$ cat src/rtl/watch_display_scan.sv
// Four-digit multiplexed seven-segment driver for the watch time bus.
// Scans one digit per refresh slot and shows a per-frame snapshot of hr1/hr0/min1/min0.
module watch_display_scan #(
    parameter int REFRESH_DIV = 1000,
    parameter int BLINK_DIV   = 250000
) (
    input  logic       clk,
    input  logic       reset,
    input  logic [3:0] hr1,
    input  logic [3:0] hr0,
    input  logic [3:0] min1,
    input  logic [3:0] min0,
    input  logic       colon_en,
    input  logic [3:0] blink_mask,
    output logic [3:0] an,
    output logic [6:0] seg,
    output logic       dp_n,
    output logic       frame_done
);

    localparam int SLOT_W  = (REFRESH_DIV > 2) ? $clog2(REFRESH_DIV) : 1;
    localparam int BLINK_W = (BLINK_DIV > 2) ? $clog2(BLINK_DIV) : 1;
    localparam logic [SLOT_W-1:0]  SLOT_LAST  = SLOT_W'(REFRESH_DIV - 1);
    localparam logic [BLINK_W-1:0] BLINK_LAST = BLINK_W'(BLINK_DIV - 1);

    logic [SLOT_W-1:0]  slot_cnt;
    logic [1:0]         digit_idx;
    logic [BLINK_W-1:0] blink_cnt;
    logic               blink_phase;
    logic [15:0]        snapshot;

    logic       slot_wrap;
    logic       frame_end;
    logic       blink_wrap;
    logic [3:0] cur_digit;
    logic       blank;
    logic [3:0] an_d;
    logic [6:0] seg_d;
    logic       dp_d;

    assign slot_wrap  = (slot_cnt == SLOT_LAST);
    assign frame_end  = slot_wrap && (digit_idx == 2'd3);
    assign blink_wrap = (blink_cnt == BLINK_LAST);

    function automatic logic [6:0] decode(input logic [3:0] value);
        logic [6:0] pattern;
        case (value)
            4'd0:    pattern = 7'b1000000;
            4'd1:    pattern = 7'b1111001;
            4'd2:    pattern = 7'b0100100;
            4'd3:    pattern = 7'b0110000;
            4'd4:    pattern = 7'b0011001;
            4'd5:    pattern = 7'b0010010;
            4'd6:    pattern = 7'b0000010;
            4'd7:    pattern = 7'b1111000;
            4'd8:    pattern = 7'b0000000;
            4'd9:    pattern = 7'b0010000;
            default: pattern = 7'b0111111;
        endcase
        return pattern;
    endfunction

    // Digit select from the frozen snapshot, never from the live bus.
    always_comb begin
        cur_digit = 4'd0;
        case (digit_idx)
            2'd0: cur_digit = snapshot[3:0];
            2'd1: cur_digit = snapshot[7:4];
            2'd2: cur_digit = snapshot[11:8];
            2'd3: cur_digit = snapshot[15:12];
            default: cur_digit = 4'd0;
        endcase
    end

    always_comb begin
        blank = ((digit_idx == 2'd3) && (snapshot[15:12] == 4'd0))
             || (blink_mask[digit_idx] && blink_phase);
        an_d  = 4'b1111;
        seg_d = 7'b1111111;
        dp_d  = 1'b1;
        if (!blank) begin
            an_d[digit_idx] = 1'b0;
            seg_d           = decode(cur_digit);
            dp_d            = !(colon_en && (digit_idx == 2'd2));
        end
    end

    always_ff @(posedge clk) begin
        if (reset) begin
            slot_cnt    <= '0;
            digit_idx   <= 2'd0;
            blink_cnt   <= '0;
            blink_phase <= 1'b0;
            snapshot    <= 16'h0000;
            frame_done  <= 1'b0;
            an          <= 4'b1111;
            seg         <= 7'b1111111;
            dp_n        <= 1'b1;
        end else begin
            slot_cnt <= slot_wrap ? '0 : slot_cnt + 1'b1;
            if (slot_wrap) begin
                digit_idx <= digit_idx + 2'd1;
            end
            // Blink timebase is independent of the scan; both may fire on one edge.
            blink_cnt <= blink_wrap ? '0 : blink_cnt + 1'b1;
            if (blink_wrap) begin
                blink_phase <= !blink_phase;
            end
            if (frame_end) begin
                snapshot <= {hr1, hr0, min1, min0};
            end
            frame_done <= frame_end;
            an         <= an_d;
            seg        <= seg_d;
            dp_n       <= dp_d;
        end
    end

endmodule

$ cat config.mk
export PLATFORM = sky130hd
export DESIGN_NAME = watch_display_scan
export DESIGN_NICKNAME = d
export VERILOG_FILES = /design/src/rtl/watch_display_scan.sv
export SDC_FILE = /design/constraint.sdc
export NUM_CORES = 1
export LEC_CHECK = 0
export ABC_AREA = 1
export ABC_CLOCK_PERIOD_IN_PS = 1950
export CAP_MARGIN = 15
export CORE_MARGIN = 3
export CORE_UTILIZATION = 26
export DETAILED_ROUTE_END_ITERATION = 6
export SLEW_MARGIN = 20
export SYNTH_ARGS = -nofsm -noshare
export SYNTH_HDL_FRONTEND = slang
export SYNTH_SLANG_ARGS = --single-unit
$ cat constraint.sdc
create_clock -name clk -period 1.95 [get_ports clk]
set_clock_uncertainty 0.1 [all_clocks]
set_input_delay 0.39 -clock clk [delete_from_list [all_inputs] [get_ports clk]]
set_output_delay 0.39 -clock clk [all_outputs]
set_load 0.02 [all_outputs]
==> impl_metrics.ini, run 1 <==
[run_status]
outcome = finished clean

[sta]
finalWorstSetupSlack_ps = 154.4
max-slew-margin-rel = 0.7801
setup_viol = 0
max_freq_ghz = 0.5569
slew_violations = 0
hold_viol_final = 0
layout_min_cycle_time_ps = 1796
period_share = 0.9208
tightest_slew_ps = 329.1
tns_ps = 0
rsz0062_at_grt = no

[worst_setup_path]
regToRegEndpoint = seg[3]
start_kind = flip-flop
reg2regPathDepth = 11
rrSetupSlack_ps = 150
arrival_ps = 1930
crit_type = flip-flop to flip-flop
critical_path_required_ps = 2080
worstReg2RegStart = digit_idx[0]
end_kind = flip-flop
cp_max_fo = 6

[place]
gp_congestion = 0.7953
hpwl_mm = 4.442
port_buffers = 35
place_ws_ps = 32.09

[hold_path]
hold_start = snapshot[7]
hold_depth = 2
hp-class = flip-flop to flip-flop
whs_endpoint = snapshot[7]

[finish]
area_growth_pct = 30.52
drive_gt1_frac = 0.1318
fill_cells = 1062
multiInputGateArea_um2 = 1373
final_util = 0.3504
num-nets-final = 468
seqCellArea_um2 = 1204
antenna_cells = 0

[synth]
ys_types = 29
syn_area_um2 = 2771
netlist_instances = 384
ys_seq_area_frac = 0.4334
ys.warnings.count = 0
avgSynthCellArea_um2 = 7.217
syn-num-nets = 417
yosys_register_bits = 60
async_reset_ff_frac = 0
synth_edf_count = 0
ys.flop_type = dfxtp_1

[floorplan]
start_util = 0.2685
fp-row-count = 37
die_y_um = 109.2
dieArea_um2 = 11930
num_io_pins = 36
die_x_um = 109.2
core_area_um2 = 10320

[detailed_routing]
via_per_inst = 4.212
drt_wl_total_mm = 5.796
drt-initial-drc-count = 105
vias = 2426
routedWlPerCell_um = 10.06
drtAntennaViolNets = 0
drc = 0
first_pass_iters = 4

[power_and_ir_drop]
leakage_nw = 1.344
pwr_density_cell_nw_per_um2 = 744.8
ir_worst_vdd_mv = 0.2703

[clock_tree]
cts_tree = built
cts-buffers-inserted = 9
ctsHoldBuffers = 0
cts_sinks = 60
clkTransAtPathRegs_ps = 60
clockRootBuffer = clkbuf_8
insertion_delay_ps = 340
max-clock-path-buffers = 2
cts-htree-levels = 3

[global_routing]
grt_remaining_overflow = 0
grt.total_usage = 0.1039
grt_pass1_vias = 2284
grt_pass1_wl_mm = 9.922
grt_max_degree = 33
antenna_found_initial = 0

[run]
maxCapViolCount = 0
==> power by group <==
part	switching, mW	leakage [nW]	internal (mW)	total, mW
Clock	0.481	0.122	0.820	1.30
Combinational	0.0621	0.734	0.0768	0.139
Sequential	0.0109	0.488	1.24	1.25
==> worst max path at each step <==
stage,from,to,cells past startpoint
after detailed placement,digit_idx[0],seg[4],10
after global routing,digit_idx[0],seg[5],12
after global placement,digit_idx[0],seg[4],10
after floorplan,digit_idx[0],seg[3],11
after CTS,digit_idx[0],seg[4],10
final,digit_idx[0],seg[3],11
==> routing by layer <==
| metal | share of wire | global-route usage |
|---|---|---|
| met5 | 0 | 0 |
| met4 | 0.031 | 0.06144 |
| met3 | 0.037 | 0.01835 |
| met2 | 0.42 | 0.1504 |
| met1 | 0.52 | 0.1435 |
==> state kept, by name, summed over array words and instances, names as in the netlist <==
register	cells
frame_done	1
blink_phase	1
an	4
dp_n	1
blink_cnt	18
seg	7
slot_cnt	10
digit_idx	2
snapshot	16
==> synth_stat cells (all sizes together), types with 2 or more instances <==
master,instances,area share
ha,10,0.045
nand3,24,0.043
buf,6,0.013
nor3b,2,0.0054
nand4,6,0.014
a21oi,34,0.065
nor2,46,0.071
o21bai,4,0.012
inv,52,0.070
dfxtp,60,0.43
o21ai,24,0.043
nand2,101,0.14
nor3,4,0.0090
xnor2,3,0.0095
xor2,5,0.016
==> layout by cell type (no fill, tap or decap), types with 3 or more instances in the layout <==
cell type        Yosys  routed
nor3_1               3       3
nand2_1             96      96
xor2_1               5       5
o21ai_1             14      14
nor2_2               4       5
inv_2                6       8
clkbuf_8             0      12
nand4_1              6       6
xnor2_1              3       3
buf_4                0      12
clkdlybuf4s50_1      0      35
a21oi_1             33      33
nand3_1             24      24
inv_1               46      44
dfxtp_1             60      58
nand2_2              4       4
ha_1                10       6
o21ai_0             10      10
nor2_1              40      39
==> repair_timing <==
action,CTS,global route
endpoints found under the setup margin,0,4
hold endpoints to repair,0,0
buffers inserted,0,1
resized for setup,0,12
==> cell families after synthesis <==
family          count (synthesis)  synth area share
fa+ha+maj                      10           0.04515
compound gates                 64            0.1260
flops                          60            0.4334
xor+xnor                        8           0.02528
simple gates                  183            0.2858
buf+inv                        59           0.08442
==> layout make-up <==
cell class	count	share of cell area
multi-input cells	265	0.3795
flip-flops and latches	60	0.3328
repair buffers	47	0.1218
inverters	52	0.05396
well taps	136	0.04704
clock buffers	12	0.04566
clock inverters	4	0.01937
==> metrics by stage <==
stage | hold WS, ps | instances | area, um^2 | total power, mW
after global routing | 369.4 | 576 | 3617 | 2.787
after global placement | 328.7 | 559 | 3336 | 1.421
after floorplan | 317.5 | 384 | 2771 | 1.343
final | 351.6 | 576 | 3617 | 2.694
after CTS | 354.6 | 575 | 3571 | 2.728
after detailed placement | 343.0 | 559 | 3336 | 1.423
==> worst max-delay path, stage by stage, from the launching register on <==
cell and delay (ps):
dfxtp_2 370, inv_2 80, ha_2 210, inv_2 90, nor2_1 70, o21bai_2 220, ha_1 310, inv_1 40
nand2_1 50, nand2_1 50, nand2_1 50, nand2_1 40
(Power assumes the default switching activity.)
==> run 2, diff against run 1 <==
--- a/config.mk
+++ b/config.mk
@@ -11,6 +11,8 @@
 export CORE_MARGIN = 3
 export CORE_UTILIZATION = 26
 export DETAILED_ROUTE_END_ITERATION = 6
+export HOLD_SLACK_MARGIN = 0.15
+export REMOVE_ABC_BUFFERS = 1
 export SLEW_MARGIN = 20
 export SYNTH_ARGS = -nofsm -noshare
 export SYNTH_HDL_FRONTEND = slang
==> run 2 against run 1 <==
Clock power is 17% lower. Cell area shrank 2.3%. Critical path depth did not move. Combinational power about the same. Via count shrank 0.33%. Count of clock-buffer cells in the layout up 4. Largest power group is now sequential cells. Highest routed layer unchanged.
==> impl_metrics.ini, run 2 (synthesized netlist as in run 1, its figures left out) <==
[finish]
top_regs = blink_cnt: 18 flops, snapshot: 16 flops, slot_cnt: 10 flops
largest_reg_flops = 18
layout_common_cells = nand2_1, dfxtp_1, inv_1
num-nets-final = 465
drive_gt1_frac = 0.1121
mostFrequentLayoutCell = nand2_1
antenna_cells = 0
area_growth_pct = 27.54
largest-register = blink_cnt
final_util = 0.3424

[floorplan]
die_x_um = 109.2
dieArea_um2 = 11930
fp-row-count = 37
start_util = 0.2685
core_area_um2 = 10320
die_y_um = 109.2
num_io_pins = 36

[clock_tree]
cts-htree-levels = 3
ctsHoldBuffers = 0
cts_tree = built
insertion_delay_ps = 330
clkTransAtPathRegs_ps = 60
max-clock-path-buffers = 2
post_cts_buffers = 0
cts-buffers-inserted = 9
cts_sinks = 60
clockRootBuffer = clkbuf_8

[global_routing]
grt_max_degree = 33
grt_remaining_overflow = 0
antenna_found_initial = 0
grt.total_usage = 0.1040
grt_pass1_vias = 2230
grt_pass1_wl_mm = 9.791

[detailed_routing]
drtAntennaViolNets = 0
drt-initial-drc-count = 81
drc = 0
first_pass_iters = 4
drt_wl_total_mm = 5.759
routedWlPerCell_um = 10.05
via_per_inst = 4.220
vias = 2418

[worst_setup_path]
arrival_ps = 1920
critical_path_required_ps = 2080
end_kind = flip-flop
cp_max_fo = 6
crit_type = flip-flop to flip-flop
start_kind = flip-flop

[sta]
max-slew-margin-rel = 0.6447
layout_min_cycle_time_ps = 1791
max_freq_ghz = 0.5585
tightest_slew_ps = 532.9
rsz0062_at_grt = no
tns_ps = 0
slew_violations = 0
hold_viol_final = 0
setup_viol = 0
finalWorstSetupSlack_ps = 159.5
holdWs_ps = 349.4
period_share = 0.9182

[place]
hpwl_mm = 4.507
place_ws_ps = 67.65
port_buffers = 35
gp_congestion = 0.9218

[run]
maxCapViolCount = 0

[power_and_ir_drop]
pwr_density_cell_nw_per_um2 = 700.2
ir_worst_vdd_mv = 0.2571
leakage_nw = 1.309

[run_status]
outcome = finished clean

[hold_path]
hp-class = flip-flop to flip-flop
## run 2: changes by cell type in the layout (fill, tap and decap cells not counted)
cell	previous run	this run
buf_4	12	9
ha_1	6	9
bufinv_16	2	0
clkbuf_1	0	2
clkbuf_8	12	14
clkinv_2	2	0
ha_4	2	0
dfxtp_2	2	1
dfxtp_4	0	1
ha_2	2	1
inv_1	44	45
inv_2	8	7
## run 2: report_power, final
group | leakage (nW) | internal, mW | switching, mW
combinational | 0.717 | 0.0756 | 0.0621
clock | 0.103 | 0.637 | 0.446
sequential | 0.489 | 1.24 | 0.0113
total | 1.31 | 1.96 | 0.520
## run 2: final cells by class
cell class                 count  area [um^2]
clock buffer                  16        200.2
inverter                      52        195.2
timing repair buffer          44        417.9
fill                        1082         6789
sequential                    60         1206
multi-input combinational    265         1345
tap                          136        170.2
## run 2: final timing paths
path | startpoint | to | slack [ps] | cells after the start
worst max-delay path | digit_idx[0] | seg[3] | 160 | 11
worst min-delay path | blink_cnt[0] | blink_cnt[0] | 350 | 1
worst max register to register | digit_idx[0] | seg[3] | 160 | 11
worst min register to register | blink_cnt[0] | blink_cnt[0] | 350 | 1
## run 2: critical path: stages (launching register included)
cell	delay, ps
dfxtp_4	370
inv_1	80
ha_1	230
inv_2	100
nor2_1	60
o21bai_2	210
ha_1	310
inv_1	40
nand2_1	50
nand2_1	50
nand2_1	50
nand2_1	50
## run 2: per-layer routing
layer  global-route usage  routed length, um
met1               0.1378               2902
met2               0.1496               2447
met3              0.04263                321
met4              0.04096                 88
met5                    0                  0
## run 2: repair_timing
item / in CTS / in global routing
setup endpoints to repair: 0 / 6
hold endpoints to repair: 0 / 0
gates resized for setup: 0 / 7
## run 2: per-stage QoR
step,cell area [um^2],total power [mW],cells
detailed placement,3321,1.422,557
floorplan,2733,1.339,377
global route,3535,2.592,573
CTS,3521,2.514,573
finish,3535,2.475,573
global placement,3321,1.419,557
==> run 3, diff against run 2 <==
--- a/config.mk
+++ b/config.mk
@@ -6,7 +6,7 @@
 export NUM_CORES = 1
 export LEC_CHECK = 0
 export ABC_AREA = 1
-export ABC_CLOCK_PERIOD_IN_PS = 1950
+export ABC_CLOCK_PERIOD_IN_PS = 1480
 export CAP_MARGIN = 15
 export CORE_MARGIN = 3
 export CORE_UTILIZATION = 26
==> constraint.sdc (replaced) <==
create_clock -name clk -period 1.48 [get_ports clk]
set_clock_uncertainty 0.1 [all_clocks]
set_input_delay 0.296 -clock clk [delete_from_list [all_inputs] [get_ports clk]]
set_output_delay 0.296 -clock clk [all_outputs]
set_load 0.02 [all_outputs]
==> run 3 against run 2 <==
The run now ends with negative setup slack left. Count of clock-buffer cells in the layout is the same. Via count grew 14%. Die area is the same. Critical path type unchanged. Critical endpoint is now seg[5].
==> impl_metrics.ini, run 3 (synthesized netlist as in run 1, its figures left out) <==
[sta]
holdWs_ps = 362.2
period_share = 1.155
max_freq_ghz = 0.5851
setup_viol = 23
finalWorstSetupSlack_ps = -229.0
max-slew-margin-rel = 0.7454
rsz0062_at_grt = yes
slew_violations = 0
tightest_slew_ps = 381.8
layout_min_cycle_time_ps = 1709
hold_viol_final = 0

[global_routing]
grt_remaining_overflow = 0
antenna_found_initial = 0
grtUsageMet1 = 0.1474
grt_use_met2 = 0.1930
grt.total_usage = 0.1195
grt_pass1_vias = 2554
grt_util_met3 = 0.04322
grt_pass1_wl_mm = 11.27
grt_max_degree = 19
grt-busiest-layer = met2

[power_and_ir_drop]
p_sw_mw = 0.7461
leakage_nw = 1.690
combinationalPowerShare = 0.075
ir_worst_vdd_mv = 0.4728
p_seq_frac = 0.493
internal-power_mw = 2.607
pwr_density_cell_nw_per_um2 = 747.6
power_mw = 3.353
p_sw_frac = 0.2225
pwr-share-clk = 0.432

[floorplan]
die_y_um = 109.2
dieArea_um2 = 11930
start_util = 0.2685
num_io_pins = 36
core_area_um2 = 10320
fp-row-count = 37
die_x_um = 109.2

[run_status]
violations = negative setup slack
outcome = complete, but fails checks

[finish]
largest-register = blink_cnt
fin_area_um2 = 4486
mostFrequentLayoutCell = nand2_1
antenna_cells = 0
top_regs = blink_cnt: 18 flops, snapshot: 16 flops, slot_cnt: 10 flops
drive_gt1_frac = 0.3589
layout_common_cells = nand2_1, dfxtp_1, inv_1
largest_reg_flops = 18
num-nets-final = 510
stdcell_count = 618
area_growth_pct = 61.85

[worst_setup_path]
end_kind = flip-flop
arrival_ps = 1840
cp_max_fo = 4
crit_type = flip-flop to flip-flop
rrSetupSlack_ps = -230
reg2regPathDepth = 12
start_kind = flip-flop
critical_path_required_ps = 1610
regToRegEndpoint = seg[5]
worstReg2RegStart = digit_idx[0]

[clock_tree]
clockRootBuffer = clkbuf_8
cts-htree-levels = 3
cts-buffers-inserted = 9
cts_tree = built
max-clock-path-buffers = 2
insertion_delay_ps = 340
ctsHoldBuffers = 0
clkTransAtPathRegs_ps = 60
cts_sinks = 60

[detailed_routing]
drt-initial-drc-count = 93
drt_wl_total_mm = 7.496
via_per_inst = 4.455
routedWlPerCell_um = 12.13
first_pass_iters = 4
drc = 0
drtAntennaViolNets = 0
vias = 2753

[hold_path]
hold_start = snapshot[11]
hold_depth = 2
hp-class = flip-flop to flip-flop
whs_endpoint = snapshot[11]

[place]
place_area_um2 = 3551
gp_congestion = 0.8663
placed_cells = 586
port_buffers = 35
hpwl_mm = 4.663

[run]
maxCapViolCount = 0
==> run 3: cell types whose count changed in the layout (fill, tap and decap cells not counted), moves of 9 or more <==
| cell | previous run | this run |
|---|---|---|
| a21oi_1 | 33 | 20 |
| nor2_1 | 39 | 29 |
| clkdlybuf4s50_1 | 35 | 22 |
| nand2_1 | 96 | 80 |
| buf_6 | 0 | 10 |
| o21ai_4 | 0 | 10 |
| buf_4 | 9 | 39 |
| nand3_2 | 0 | 9 |
| nand3_1 | 24 | 14 |
| dlygate4sd2_1 | 0 | 13 |
| a21oi_2 | 0 | 13 |
| nand2_2 | 4 | 14 |
| o21ai_1 | 14 | 3 |
==> run 3: worst max path at each step <==
stage / startpoint / cells after the start / end / slack (ps)
5_1_grt: digit_idx[0] / 12 / seg[5] / -290
6_report: digit_idx[0] / 12 / seg[5] / -230
3_5_place_dp: digit_idx[0] / 11 / seg[3] / -370
3_3_place_gp: digit_idx[0] / 11 / seg[3] / -290
2_1_floorplan: slot_cnt[0] / 6 / snapshot[0] / -650
4_1_cts: digit_idx[1] / 11 / seg[3] / -160
==> run 3: cell type report <==
type	instances	area, um^2
Fill cell	973	5838
Multi-Input combinational cell	267	1879
Sequential cell	60	1214
Tap cell	136	170.2
Clock buffer	16	200.2
Timing Repair Buffer	87	812.0
Inverter	52	210.2
==> run 3: timing repair <==
| action | CTS | global route |
|---|---|---|
| pin swaps | 29 | 29 |
| endpoints found under the setup margin | 53 | 50 |
| cloned | 2 | 3 |
| setup buffers | 7 | 6 |
| gates resized for setup | 96 | 64 |
==> run 3: power by group through the flow <==
stage	Clock, mW	Sequential, mW	Combinational, mW
global route	1.56	1.66	0.273
finish	1.45	1.65	0.252
global placement	0	1.68	0.199
floorplan	0	1.70	0.0639
CTS	1.49	1.65	0.209
detailed placement	0	1.69	0.201
==> run 3: metrics by stage <==
stage,utilization,TNS (ps),setup slack (ps)
after detailed placement,0.3440,-6167,-366.8
after global placement,0.3440,-5180,-293.3
final,0.4345,-1854,-229.0
after floorplan,-,-11000,-646.0
after CTS,0.4012,-996.1,-161.1
after global routing,0.4345,-3828,-294.4
==> run 3: per-layer routing <==
metal / wire length, um / up-vias
li1: - / 1409
met4: 132 / 0
met2: 3618 / 58
met1: 3387 / 1272
met5: 0 / -
met3: 358 / 14
==> run 3: worst max-delay path, stage by stage, from the launching register on <==
cell and delay (ps):
dfxtp_4 370, buf_6 120, ha_4 180, nand2_2 60, nand2_2 80, buf_6 120
nor2_4 90, nor2_4 40, ha_1 170, inv_1 70, nand2_1 60, nand3_1 80
nand2_1 60
==> variant 1 (settings of run 2) <==
The parameter `BLINK_DIV` goes from 250000 to 62500.
--- a/src/rtl/watch_display_scan.sv
+++ b/src/rtl/watch_display_scan.sv
@@ -4,3 +4,3 @@
     parameter int REFRESH_DIV = 1000,
-    parameter int BLINK_DIV   = 250000
+    parameter int BLINK_DIV   = 62500
 ) (
Behaviour: no difference found for any inputs over 10 cycles, from zero or initial values and one cycle with reset high; that may be too few to reach the edited logic, so the function may still have changed.
==> variant 1 against run 2 <==
Synthesized area increased by 2.0%. Final area increased by 1.1%. Largest power group unchanged. Sequential cell count decreased by 2. Wire length increased by 8.4%. Setup slack got worse by 55 ps. Largest cell class unchanged. Critical path depth unchanged. Power decreased by 3.7%. Highest routed layer unchanged. Worst hold slack improved by 11 ps.
==> variant 1: results <==
status:
  status: "finished, final reports clean"
logic_synthesis:
  ys_types: 31
  avgSynthCellArea_um2: 6.93
  synth_top_area_share_pct: 41.1
  yosys-top-cells-count: "nand2_1 (103), inv_1 (67), dfxtp_1 (58)"
  seq_area_frac_synth_pct: 41.1
  yosys-top-cells-area: "dfxtp_1 (41%), nand2_1 (14%), inv_1 (8.9%)"
worst_setup_path:
  r2r-end: "seg[4]$_SDFF_PP1_"
  cp_data_arrival_time_ps: 1970
  critPathMaxFanout: 5
  reg2reg_setup_slack_ps: 100
  critPathLaunch: "digit_idx[1]$_SDFFE_PP0P_"
layout:
  final_nets: 490
  layout-drive-gt1-share_pct: 11.9
  largestRegisters: "blink_cnt x16, snapshot x16, slot_cnt x10"
sta:
  period_share_pct: 94.7
  relSlewSlack_pct: 66.6
place:
  hpwlAfterDp_mm: 4.51
  place_area_um2: 3360
  dp_slack_ps: -19.6
  place_congestion: 0.895
clock_network:
  cts_buffer_depth: 2
  clk_latency_ps: 350
power_and_ir_drop:
  leakagePower_nw: 1.43
detailed_routing:
  avgRoutedWirePerCell_um: 10.4
  dr_total_vias: 2520
  detail_route.vias_per_cell: 4.21
  drt_iter0_drc: 95
  first_pass_iters: 6
grt:
  grt_pass1_wl_mm: 10.4
  grtUsageTotal_pct: 11.0
  grt_max_degree: 32
  grt_pass1_vias: 2303
worst_hold_path:
  hold_class: "reg -> reg"
==> variant 1: cell type report <==
type                            count  area [µm²]
Inverter                           70         263
Multi-Input combinational cell    274        1380
Fill cell                        1136        6890
Timing Repair Buffer               44         418
Sequential cell                    58        1160
Tap cell                          136         170
Clock buffer                       14         173
Clock inverter                      2        10.0
==> variant 1: worst max-delay path by stage <==
| stage | to | cells past startpoint |
|---|---|---|
| 2_1_floorplan | seg[3]$_SDFF_PP1_ | 11 |
| 3_3_place_gp | seg[3]$_SDFF_PP1_ | 11 |
| 3_5_place_dp | seg[4]$_SDFF_PP1_ | 10 |
| 4_1_cts | seg[4]$_SDFF_PP1_ | 10 |
| 5_1_grt | seg[4]$_SDFF_PP1_ | 11 |
| 6_report | seg[4]$_SDFF_PP1_ | 11 |
==> variant 1: stage by stage <==
step	TNS, ps	hold WS (ps)
detailed placement	-19.6	349
finish	0	360
global placement	0	341
CTS	0	366
global route	-354	384
floorplan	0	329
==> variant 1: kinds of logic (layout without fill, tap and decap cells) <==
| logic type | Yosys count | count (layout) | share of synthesized area [%] |
|---|---|---|---|
| xor gates and xnor gates | 5 | 5 | 1.55 |
| AOI/OAI and AO/OA | 44 | 44 | 8.23 |
| adders and majority gates | 10 | 10 | 4.42 |
| buffers and inverters | 77 | 130 | 11.3 |
| and+or+nand+nor | 214 | 215 | 33.5 |
| DFF | 58 | 58 | 41.1 |
==> variant 1: critical path: stages (launching register included) <==
cell and delay, ps:
dfxtp_1 340, inv_1 160, ha_2 260, nand2_1 60, nand2_1 90, nor2_1 70, nor2_2 160, ha_1 210
nand3b_1 110, nand2_1 50, nand2_1 50, nand3_1 70
==> variant 1: power by group <==
| part | total, mW | switching (mW) | leakage (nW) | internal, mW |
|---|---|---|---|---|
| Clock | 1.03 | 0.472 | 0.0965 | 0.562 |
| Sequential | 1.21 | 0.0102 | 0.472 | 1.20 |
| Combinational | 0.136 | 0.0618 | 0.864 | 0.0746 |
==> variant 1: repair_timing <==
item,CTS,global route
hold buffers,0,0
endpoints found under the setup margin,1,12
resized for setup,1,8
cloned,0,1
pin swaps,0,0
==> variant 1: per-layer routing <==
metal	track usage, %	share of wire, %
met1	14.5	50
met2	16.3	43
met3	3.67	5.5
met4	5.01	1.7
met5	0	0
==> variant 2 (config.mk and constraints of run 2) <==
Without the edit above. Make the reset (`reset`) asynchronous in one clocked block.
--- a/src/rtl/watch_display_scan.sv
+++ b/src/rtl/watch_display_scan.sv
@@ -87,3 +87,3 @@
 
-    always_ff @(posedge clk) begin
+    always_ff @(posedge clk or posedge reset) begin
         if (reset) begin
Formal check against the unedited RTL: differs if reset is asserted again (counterexample within 4 cycles, from zero or initial values and one cycle with reset high); with reset held inactive, the same outputs for 10 cycles.
==> variant 2 against run 2 <==
Setup slack got worse by 120 ps. Sequential power is essentially flat. Synthesized area up 11%. Final area increased by 11%. Wire length up 14%. Sequential cell count unchanged. Power up 11%. Utilization about the same. Count of clock-buffer cells in the layout fell by 3. Cell count rose by 0.35%. Worst hold slack gained 9.5 ps.
==> variant 2: results <==
logic_synthesis:
  synth_xor_area_share_pct: 4.28
  synth_fa_ha_area_share_pct: 4.08
  seq_area_frac_synth_pct: 49.4
  yosys-top-cells-count: "nand2_1 (120), nor2_1 (49), dfrtp_1 (48)"
  synth_compound_area_share_pct: 5.67
  async_flop_share_pct: 100
sta:
  period_share_pct: 98.1
grt:
  grt_pass1_vias: 2489
  grt_pass1_wl_mm: 11.4
  grt_max_degree: 36
  grtUsageTotal_pct: 10.9
detailed_routing:
  detail_route.vias_per_cell: 4.38
  drt_iter0_drc: 85
  finalWirelength_mm: 6.59
place:
  hpwlAfterDp_mm: 5.00
  place_congestion: 0.919
worst_setup_path:
  critPathMaxFanout: 1
  endpoint: "seg[1]"
  slowest_delay_ps: 590
  r2r-start: "digit_idx[0]$_DFFE_PP0N_"
  reg2reg_setup_slack_ps: 100
  cp_top_family: "buffers and inverters"
  r2r-end: "seg[3]$_DFF_PP1_"
  critPathLaunch: "seg[1]$_DFF_PP1_"
  cp_slowest_cell: "clkdlybuf4s50_1"
power_and_ir_drop:
  peakVddDrop_uv: 360
layout:
  layout-drive-gt1-share_pct: 12.7
  final_nets: 461
clock_network:
  cts_root_buffer: "clkbuf_16"
worst_hold_path:
  min_from: "slot_cnt[0]$_DFF_PP0_"
status:
  status: "finished, final reports clean"
==> variant 2: cell count changes in the layout (fill, tap and decap cells not counted), moves of 7 or more <==
| cell | delta |
|---|---|
| o21ai_1 | -14 |
| xor2_1 | +7 |
| o21ai_0 | +10 |
| nand2_1 | +24 |
| clkbuf_16 | +9 |
| dfrtp_1 | +48 |
| clkbuf_8 | -12 |
| nor2_1 | +9 |
| dfxtp_1 | -58 |
| a21oi_1 | -29 |
| clkdlybuf4s50_1 | -7 |
| dfstp_2 | +12 |
==> variant 2: worst min-delay path by stage <==
stage,to,slack (ps),depth (start not counted)
floorplan,slot_cnt[0]$_DFF_PP0_,330,1
global placement,slot_cnt[0]$_DFF_PP0_,340,1
detailed placement,slot_cnt[0]$_DFF_PP0_,360,1
CTS,slot_cnt[0]$_DFF_PP0_,360,1
global route,slot_cnt[0]$_DFF_PP0_,370,1
finish,slot_cnt[0]$_DFF_PP0_,360,1
==> variant 2: cell families after synthesis <==
family	after synthesis
compound gates	30
xor+xnor	15
fa+ha+maj	10
buf+inv	48
flops	60
simple gates	214
==> variant 2: area by class of cell <==
type	count	area, µm²
clock inverters	2	10.0
inverters	44	165
well taps	143	179
multi-input cells	269	1370
repair buffers	44	424
flip-flops and latches	60	1520
clock buffers	13	260
fillers	1153	7540
==> variant 2: power by group <==
group          switching (mW)  internal (mW)  leakage (nW)
sequential                  0           1.25         0.684
clock                   0.516          0.916         0.135
combinational          0.0328         0.0418         0.985
==> variant 2: metrics by stage <==
stage	util, %	instances	setup TNS, ps	hold WS (ps)
4_1_cts	33.8	573	0	363
2_1_floorplan	-	373	-232	333
3_3_place_gp	31.5	558	0	345
3_5_place_dp	31.5	558	0	357
6_report	34.2	575	0	359
5_1_grt	34.2	575	0	373
==> variant 2: what timing repair did <==
| item | in CTS | in global routing |
|---|---|---|
| setup buffers | 0 | 2 |
| hold buffers | 0 | 0 |
| endpoints found under the setup margin | 3 | 10 |
| gates resized for setup | 3 | 11 |
| pin swaps | 0 | 1 |
==> variant 2: routing by layer <==
metal	GRT usage (%)	share of wire [%]	vias up	routed length [µm]
met1	14.4	49	1180	3210
met5	0	0	-	0
li1	-	-	1279	-
met3	2.85	4.1	14	268
met2	16.9	45	44	2960
met4	4.99	2.1	0	140
